$ cat src/rtl/onchip_memory_master_if.sv
// Command, stream and Avalon-MM signal bundle for onchip_memory_master.
// The master modport is the mover's view; slave is the surrounding fabric's view.
interface onchip_memory_master_if;
  logic        cmd_start;
  logic        cmd_dir;
  logic [17:0] cmd_base;
  logic [17:0] cmd_len;
  logic        cmd_busy;
  logic        cmd_done;
  logic [31:0] snk_data;
  logic        snk_valid;
  logic        snk_ready;
  logic [31:0] src_data;
  logic        src_valid;
  logic        src_ready;
  logic [17:0] address;
  logic [3:0]  byteenable;
  logic        chipselect;
  logic        clken;
  logic        write;
  logic [31:0] writedata;
  logic [31:0] readdata;

  modport master (
    input  cmd_start, cmd_dir, cmd_base, cmd_len, snk_data, snk_valid, src_ready, readdata,
    output cmd_busy, cmd_done, snk_ready, src_data, src_valid,
           address, byteenable, chipselect, clken, write, writedata
  );

  modport slave (
    output cmd_start, cmd_dir, cmd_base, cmd_len, snk_data, snk_valid, src_ready, readdata,
    input  cmd_busy, cmd_done, snk_ready, src_data, src_valid,
           address, byteenable, chipselect, clken, write, writedata
  );
endinterface

$ cat src/rtl/onchip_memory_master.sv
// Avalon-MM block mover between a stream port and single-port on-chip RAM.
// Define ONCHIP_MEMORY_MASTER_BYTE_SWAP_EN to reverse byte order on both data paths.
module onchip_memory_master #(
  parameter int MEM_WORDS  = 256000,
  parameter int FIFO_DEPTH = 4
) (
  input  logic                   clk,
  input  logic                   reset_n,
  onchip_memory_master_if.master bus
);
  localparam int PW = $clog2(FIFO_DEPTH);

  typedef enum logic [2:0] {IDLE, WR, RD, DRAIN, DONE} state_e;

  state_e        state_q, state_d;
  logic [17:0]   cur_q, cur_d, len_q, len_d, cnt_q, cnt_d;
  logic [17:0]   addr_q;
  logic          cs_q, we_q;
  logic [31:0]   wdata_q;
  logic [1:0]    rd_pipe_q;  // [0]: read on the bus, [1]: its readdata arrives this cycle
  logic [31:0]   fifo_q [FIFO_DEPTH];
  logic [PW-1:0] wp_q, rp_q;
  logic [PW:0]   count_q;
  logic [PW+1:0] occ;
  logic [17:0]   base_w;
  logic          beat, issue, push, pop;

  function automatic logic [31:0] swap(input logic [31:0] d);
`ifdef ONCHIP_MEMORY_MASTER_BYTE_SWAP_EN
    return {d[7:0], d[15:8], d[23:16], d[31:24]};
`else
    return d;
`endif
  endfunction

  function automatic logic [17:0] next_addr(input logic [17:0] a);
    return ({14'd0, a} >= 32'(MEM_WORDS - 1)) ? 18'd0 : a + 18'd1;
  endfunction

  assign base_w = ({14'd0, bus.cmd_base} >= 32'(MEM_WORDS)) ?
                  18'({14'd0, bus.cmd_base} - 32'(MEM_WORDS)) : bus.cmd_base;

  // Reads still in flight are counted as already occupying the FIFO so that
  // a stalled source can never overflow it.
  assign occ  = {1'b0, count_q} + (PW+2)'(rd_pipe_q[0]) + (PW+2)'(rd_pipe_q[1]);
  assign push = rd_pipe_q[1];
  assign pop  = (count_q != '0) && bus.src_ready;

  always_comb begin
    state_d = state_q;
    cur_d   = cur_q;
    len_d   = len_q;
    cnt_d   = cnt_q;
    beat    = 1'b0;
    issue   = 1'b0;
    unique case (state_q)
      IDLE: if (bus.cmd_start) begin
        cur_d = base_w;
        len_d = bus.cmd_len;
        cnt_d = '0;
        if (bus.cmd_len == '0) state_d = DONE;
        else                   state_d = bus.cmd_dir ? RD : WR;
      end
      WR: if (bus.snk_valid) begin
        beat  = 1'b1;
        cur_d = next_addr(cur_q);
        cnt_d = cnt_q + 18'd1;
        if (cnt_q + 18'd1 == len_q) state_d = DRAIN;
      end
      RD: if ((cnt_q < len_q) && (occ < (PW+2)'(FIFO_DEPTH))) begin
        issue = 1'b1;
        cur_d = next_addr(cur_q);
        cnt_d = cnt_q + 18'd1;
        if (cnt_q + 18'd1 == len_q) state_d = DRAIN;
      end
      // The final write drains through here too: it is on the bus during this cycle.
      DRAIN: if ((rd_pipe_q == 2'b00) && (count_q == '0)) state_d = DONE;
      DONE:    state_d = IDLE;
      default: state_d = IDLE;
    endcase
  end

  always_ff @(posedge clk or negedge reset_n) begin
    if (!reset_n) begin
      state_q   <= IDLE;
      cur_q     <= '0;
      len_q     <= '0;
      cnt_q     <= '0;
      addr_q    <= '0;
      cs_q      <= 1'b0;
      we_q      <= 1'b0;
      wdata_q   <= '0;
      rd_pipe_q <= '0;
      wp_q      <= '0;
      rp_q      <= '0;
      count_q   <= '0;
    end else begin
      state_q   <= state_d;
      cur_q     <= cur_d;
      len_q     <= len_d;
      cnt_q     <= cnt_d;
      cs_q      <= beat | issue;
      we_q      <= beat;
      if (beat | issue) addr_q  <= cur_q;
      if (beat)         wdata_q <= swap(bus.snk_data);
      rd_pipe_q <= {rd_pipe_q[0], issue};
      if (push) wp_q <= wp_q + 1'b1;
      if (pop)  rp_q <= rp_q + 1'b1;
      count_q   <= count_q + (PW+1)'(push) - (PW+1)'(pop);
    end
  end

  always_ff @(posedge clk) begin
    if (push) fifo_q[wp_q] <= swap(bus.readdata);
  end

  assign bus.cmd_busy   = (state_q != IDLE);
  assign bus.cmd_done   = (state_q == DONE);
  assign bus.snk_ready  = (state_q == WR);
  assign bus.src_valid  = (count_q != '0);
  assign bus.src_data   = (count_q != '0) ? fifo_q[rp_q] : 32'd0;
  assign bus.address    = addr_q;
  assign bus.chipselect = cs_q;
  assign bus.clken      = cs_q;
  assign bus.write      = we_q;
  assign bus.writedata  = wdata_q;
  assign bus.byteenable = {4{cs_q}};
endmodule
$ cat src/flat_wrapper.sv
// flat-port wrapper written by rule: the top's interface ports become plain ports
module onchip_memory_master_flat 
#(
  parameter int MEM_WORDS  = 256000,
  parameter int FIFO_DEPTH = 4
)
  (clk, reset_n, bus_cmd_start, bus_cmd_dir, bus_cmd_base, bus_cmd_len, bus_snk_data, bus_snk_valid, bus_src_ready, bus_readdata, bus_cmd_busy, bus_cmd_done, bus_snk_ready, bus_src_data, bus_src_valid, bus_address, bus_byteenable, bus_chipselect, bus_clken, bus_write, bus_writedata);
  onchip_memory_master_if bus_i ();
  input  logic clk;
  input  logic reset_n;
  input wire logic [$bits(bus_i.cmd_start)-1:0] bus_cmd_start;
  input wire logic [$bits(bus_i.cmd_dir)-1:0] bus_cmd_dir;
  input wire logic [$bits(bus_i.cmd_base)-1:0] bus_cmd_base;
  input wire logic [$bits(bus_i.cmd_len)-1:0] bus_cmd_len;
  input wire logic [$bits(bus_i.snk_data)-1:0] bus_snk_data;
  input wire logic [$bits(bus_i.snk_valid)-1:0] bus_snk_valid;
  input wire logic [$bits(bus_i.src_ready)-1:0] bus_src_ready;
  input wire logic [$bits(bus_i.readdata)-1:0] bus_readdata;
  output wire logic [$bits(bus_i.cmd_busy)-1:0] bus_cmd_busy;
  output wire logic [$bits(bus_i.cmd_done)-1:0] bus_cmd_done;
  output wire logic [$bits(bus_i.snk_ready)-1:0] bus_snk_ready;
  output wire logic [$bits(bus_i.src_data)-1:0] bus_src_data;
  output wire logic [$bits(bus_i.src_valid)-1:0] bus_src_valid;
  output wire logic [$bits(bus_i.address)-1:0] bus_address;
  output wire logic [$bits(bus_i.byteenable)-1:0] bus_byteenable;
  output wire logic [$bits(bus_i.chipselect)-1:0] bus_chipselect;
  output wire logic [$bits(bus_i.clken)-1:0] bus_clken;
  output wire logic [$bits(bus_i.write)-1:0] bus_write;
  output wire logic [$bits(bus_i.writedata)-1:0] bus_writedata;
  assign bus_i.cmd_start = bus_cmd_start;
  assign bus_i.cmd_dir = bus_cmd_dir;
  assign bus_i.cmd_base = bus_cmd_base;
  assign bus_i.cmd_len = bus_cmd_len;
  assign bus_i.snk_data = bus_snk_data;
  assign bus_i.snk_valid = bus_snk_valid;
  assign bus_i.src_ready = bus_src_ready;
  assign bus_i.readdata = bus_readdata;
  assign bus_cmd_busy = bus_i.cmd_busy;
  assign bus_cmd_done = bus_i.cmd_done;
  assign bus_snk_ready = bus_i.snk_ready;
  assign bus_src_data = bus_i.src_data;
  assign bus_src_valid = bus_i.src_valid;
  assign bus_address = bus_i.address;
  assign bus_byteenable = bus_i.byteenable;
  assign bus_chipselect = bus_i.chipselect;
  assign bus_clken = bus_i.clken;
  assign bus_write = bus_i.write;
  assign bus_writedata = bus_i.writedata;
  onchip_memory_master #(.MEM_WORDS(MEM_WORDS), .FIFO_DEPTH(FIFO_DEPTH)) u_core (.clk(clk), .reset_n(reset_n), .bus(bus_i));
endmodule
$ cat config.mk
export PLATFORM = sky130hd
export DESIGN_NAME = onchip_memory_master_flat
export DESIGN_NICKNAME = d
export VERILOG_FILES = /design/src/rtl/onchip_memory_master_if.sv /design/src/rtl/onchip_memory_master.sv /design/src/flat_wrapper.sv
export SDC_FILE = /design/constraint.sdc
export NUM_CORES = 1
export LEC_CHECK = 0
export CORE_MARGIN = 5
export CORE_UTILIZATION = 53
export CTS_BUF_LIST = sky130_fd_sc_hd__clkbuf_16
export DETAILED_ROUTE_END_ITERATION = 8
export GPL_TIMING_DRIVEN = 0
export MAX_ROUTING_LAYER = met4
export PLACE_DENSITY = 0.8
export SLEW_MARGIN = 15
export SYNTH_ARGS = -nofsm -noshare
export SYNTH_HDL_FRONTEND = slang
export SYNTH_SLANG_ARGS = --single-unit
$ cat constraint.sdc
create_clock -name clk -period 3.25 [get_ports clk]
set_input_delay 0.8125 -clock clk [delete_from_list [all_inputs] [get_ports clk]]
set_output_delay 0.8125 -clock clk [all_outputs]
set_load 0.01 [all_outputs]
Word level (Yosys, flattened, before mapping)

Memories as Yosys holds them, arrays and structs flattened.
Index checks and enable logic that the tools add are counted.
W data, S select, Z words.

RAM bits: 128
Bits of input ports: 106
Word-level logic and storage cells: 74
Register bits after elaboration: 118
Memories: 1
Output and inout port bits: 93

Memory list:

| memory        | depth | width | rd ports | clocked after Yosys merged registers in | write ports | RTL line                   | text |
|---|---|---|---|---|---|---|---|
| u_core.fifo_q | 4     | 32    | 1        | 0                                       | 1           | onchip_memory_master.sv:21 | `logic [31:0] fifo_q [FIFO_DEPTH];` |

$add $sub $neg: 9
Bitwise logic cells: 1
Eq/ne operators: 9
Reduce and logical (&&, ||, !) cells: 13
Order comparisons: 4
Mux-type cells: 25

Operators by type and width:

| operator                 | number |
|---|---|
| $mux W18                 | 8 |
| $pmux W18 S3             | 2 |
| $add A18 B1 Y18 const B  | 2 |
| $ge A18 B18 Y1 const B   | 2 |
| $mux W32                 | 1 |
| $eq A18 B18 Y1           | 1 |
| $logic_not A18 Y1        | 1 |
| $lt A18 B18 Y1           | 1 |
| $mux W3                  | 6 |
| $sub A18 B18 Y18 const B | 1 |
| $pmux W3 S4              | 1 |
| $reduce_bool A3 Y1       | 3 |
| $reduce_and A4 Y1        | 2 |
| $eq A3 B2 Y1 const B     | 2 |
| $logic_not A3 Y1         | 2 |
| $mux W1                  | 6 |
| $add A2 B1 Y2 const B    | 2 |
| $add A3 B1 Y4            | 1 |
| $add A4 B1 Y4            | 1 |
| $lt A4 B3 Y1 const B     | 1 |
| $ne A2 B1 Y1 const B     | 2 |
| $ne A2 B2 Y1 const B     | 2 |
| $add A3 B1 Y3            | 1 |
| $eq A3 B1 Y1 const B     | 1 |
| other kinds (7)          | 9 |

Logic depth before layout (Yosys ltp)

Word-level depth: 7
Depth in mapped cells: 12
Depth with buffers taken out: 11

Worst setup path before layout

No wires, ideal clock.

Path type: register to output
From: register u_core.rp_q[0]
To: output port bus_src_data[10]
Stages on the path, launching flop included: 5
Data required time: 2.438 ns
Data arrival time: 1.652 ns
Buffers on the path: 2
Slack: 0.786 ns
Path through: dfrtp_1 > clkbuf_1 > buf_2 > mux4_2 > and2_1

Cells in the longest elaborated chain, start to end: 2

RTL lines:

| item                     | RTL line                    | text |
|---|---|---|
| start: declaration       | onchip_memory_master.sv:22  | `logic [PW-1:0] wp_q, rp_q;` |
| start signal: assignment | onchip_memory_master.sv:108 | `if (pop) rp_q <= rp_q + 1'b1;` |
| $mem_v2 Z4 W32           | -                           |  |
| $mux W32                 | onchip_memory_master.sv:121 | `assign bus.src_data = (count_q != '0) ? fifo_q[rp_q] : 32'd0;` |
| end: declaration         | flat_wrapper.sv:22          | `output wire logic [$bits(bus_i.src_data)-1:0] bus_src_data;` |

Every way passes these cells.

Final worst setup path

From: register u_core.rp_q[0]
To: output port bus_src_data[23]

The elaborated chain is that of the path after synthesis.

==> impl_metrics.py <==
metrics = {
    "cts": {
        "ctsHtreeMaxLevel": 1,
        "clkSinkCount": 246,
        "clk_path_buf_depth": 3,
        "cts_inserted_buffers": 26,
        "tritoncts": "done",
        "path_clk_slew_ns": 0.06,
        "root_buffer": "clkbuf_16",
        "hold_buffers": 0,
        "clk_latency_ns": 0.52,
    },
    "grt": {
        "grt.overflow.total": 0,
        "grt_max_degree": 82,
        "grt_use_total": 0.227,
        "antenna_found_initial": 0,
        "first_global_vias": 7921,
        "grt_pass1_wl_mm": 43.1,
    },
    "power_and_ir_drop": {
        "finalPower_mw": 14.0,
        "power_density_nw_per_um2": 940,
        "leakage_nw": 5.68,
        "irDropWorstVdd_mv": 0.594,
    },
    "route": {
        "ant_nets": 0,
        "drt-wirelength-per-cell_um": 20.3,
        "wl_met2_mm": 14.5,
        "top_layer_used": "met4",
        "post-route-drc-count": 0,
        "drt_wl_total_mm": 28.2,
        "met1_length_mm": 11.5,
        "vias": 7991,
        "drtIter0Drc": 603,
        "viasPerCell": 5.74,
        "met3_length_mm": 1.82,
        "firstDrtPassIters": 5,
    },
    "logic_synthesis": {
        "ys_async_sr_fraction": 0.480,
        "synth_seq_cells": 246,
        "syn_avg_cell_area_um2": 13.3,
        "yosysMostFrequentCell": "edfxtp_1",
        "synth_edf_count": 128,
        "synth_cells": 865,
        "synth_seq_area_share": 0.592,
        "synth_largest_area_cell": "edfxtp_1",
        "synth-warning-count": 0,
        "synth_common_cells": "edfxtp_1, dfrtp_1, o21ai_0",
        "netlist-cell-type-count": 68,
        "synth_fp_nets": 1001,
        "synth.area.top_cells": "edfxtp_1, dfrtp_1, mux4_2, mux2_2, ha_1",
        "ys.flop_type": "edfxtp_1",
        "synth_area_um2": 11500,
        "yosysTopAreaCellShare": 0.335,
    },
    "setup_path": {
        "worstPathRequired_ns": 2.44,
        "critPathArrivalTime_ns": 2.34,
        "endpoint_kind": "output pin",
        "critical_path.startpoint_type": "flop",
        "critPathKind": "flop to output pin",
        "path_max_fanout": 10,
    },
    "placed_design": {
        "dpl.hpwl_mm": 19.7,
        "io_buffers": 198,
        "place_congestion": 0.930,
        "dp.cells": 1343,
    },
    "sta": {
        "slew_viol_final": 0,
        "clock_skew_ns": 0.0148,
        "relSlewSlack": 0.514,
        "min_period_ns": 3.15,
        "fin_crit_sh": 0.969,
        "setup_viol": 0,
        "fmax_mhz": 317,
        "worst_slew_pin_slew_ns": 0.727,
        "finalHoldViolations": 0,
    },
    "floorplanning": {
        "fp.coreArea_um2": 21200,
        "dieArea_um2": 24700,
        "die_x_um": 157,
        "rows": 53,
        "ios": 199,
        "chipHeight_um": 157,
        "initial_utilization": 0.543,
    },
    "finish": {
        "area_growth_pct": 30.0,
        "antenna_cells": 0,
        "fillers": 1459,
        "finalNonFillerCells": 1392,
        "drive_gt1_frac": 0.172,
        "multi_input_area_um2": 4270,
        "nNetsFinal": 1233,
        "ff_latch_area_um2": 6800,
    },
    "outcome": {
        "status": "complete, no violations",
    },
    "flow_run": {
        "drv_cap": 0,
    },
    "hold_path": {
        "hold_class": "input port to async pin",
    },
}
[final timing paths]
path / startpoint / to / slack (ns) / cells past startpoint
setup / recovery: u_core.rp_q[0] / bus_src_data[23] / 0.1 / 5
hold / removal: reset_n / u_core.bus.writedata[14] / 0.20 / 1
setup reg to reg: u_core.len_q[3] / u_core.cnt_q[10] / 0.42 / 10
hold reg to reg: u_core.rd_pipe_q[0] / u_core.rd_pipe_q[1] / 0.43 / 0
max in group asynchronous: reset_n / u_core.rp_q[0] / 2.27 / 2
min in group clk: u_core.rd_pipe_q[0] / u_core.rd_pipe_q[1] / 0.43 / 0
[where the power goes]
part | total, mW | switching, mW | internal [mW]
combinational | 6.33 | 3.10 | 3.23
clock | 3.07 | 1.18 | 1.89
sequential | 4.65 | 0.550 | 4.09
total | 14.0 | 4.82 | 9.22
[layer usage]
metal | track usage | vias to the layer above
li1 | - | 3688
met1 | 0.305 | 3990
met2 | 0.376 | 283
met3 | 0.0333 | 30
met4 | 0.0410 | 0
met5 | - | -
[sequential cells by signal, summed over array words and instances, names as in the netlist]
signal,cells
u_core.rp_q,2
u_core.fifo_q,128
u_core.bus.address,18
u_core.state_q,3
u_core.cnt_q,18
u_core.bus.writedata,32
u_core.bus.write,1
u_core.wp_q,2
u_core.cur_q,18
u_core.rd_pipe_q,2
u_core.count_q,3
u_core.len_q,18
u_core.bus.chipselect,1
[cell type report]
class                           instances  area share
Buffer                                 49      0.0228
Timing Repair Buffer                  207       0.144
Tap cell                              275      0.0230
Clock buffer                           27      0.0453
Sequential cell                       246       0.455
Inverter                               35     0.00880
Clock inverter                         21      0.0146
Multi-Input combinational cell        532       0.286
[kinds of logic after synthesis]
group                    synth area share
AO/OA/AOI/OAI                      0.0868
XOR/XNOR                           0.0168
adder cells (fa/ha/maj)            0.0333
buffers and inverters              0.0370
flip-flops                          0.592
multiplexers                        0.116
AND/OR/NAND/NOR                     0.118
[layout by cell type (no fill, tap or decap), drive strengths merged, types with 12 or more instances in the layout]
| cell type | n |
|---|---|
| clkdlybuf4s50 | 197 |
| mux2 | 53 |
| buf | 36 |
| a21oi | 30 |
| xnor2 | 13 |
| clkbuf | 50 |
| nand3 | 14 |
| edfxtp | 128 |
| o31ai | 12 |
| nor2 | 39 |
| ha | 29 |
| nand2 | 49 |
| inv | 40 |
| o21ai | 79 |
| and2 | 44 |
| dfrtp | 118 |
| mux4 | 32 |
[stage by stage]
stage | setup TNS, ns | area [µm²] | setup slack (ns) | utilization | hold slack (ns)
finish | 0 | 14900 | 0.0996 | 0.706 | 0.198
CTS | 0 | 14900 | 0.0168 | 0.702 | 0.196
global placement | -405.76 | 13800 | -3.45 | 0.653 | 0.383
floorplan | 0 | 11500 | 0.786 | - | 0.370
global route | -0.00497 | 14900 | -0.00497 | 0.706 | 0.217
detailed placement | 0 | 13900 | 0.0502 | 0.658 | 0.404
[critical path, stage by stage (launching register included)]
cell and delay, ns:
dfrtp_2 0.37, buf_12 0.14, buf_12 0.15, mux4_2 0.52, and2_1 0.17, clkdlybuf4s50_1 0.47
[timing repair]
| item | CTS | global route |
|---|---|---|
| endpoints found under the setup margin | 32 | 7 |
| cloned | 0 | 1 |
| resized for setup | 15 | 6 |
| buffers inserted | 2 | 1 |
Power figures use the tool's default switching activity.
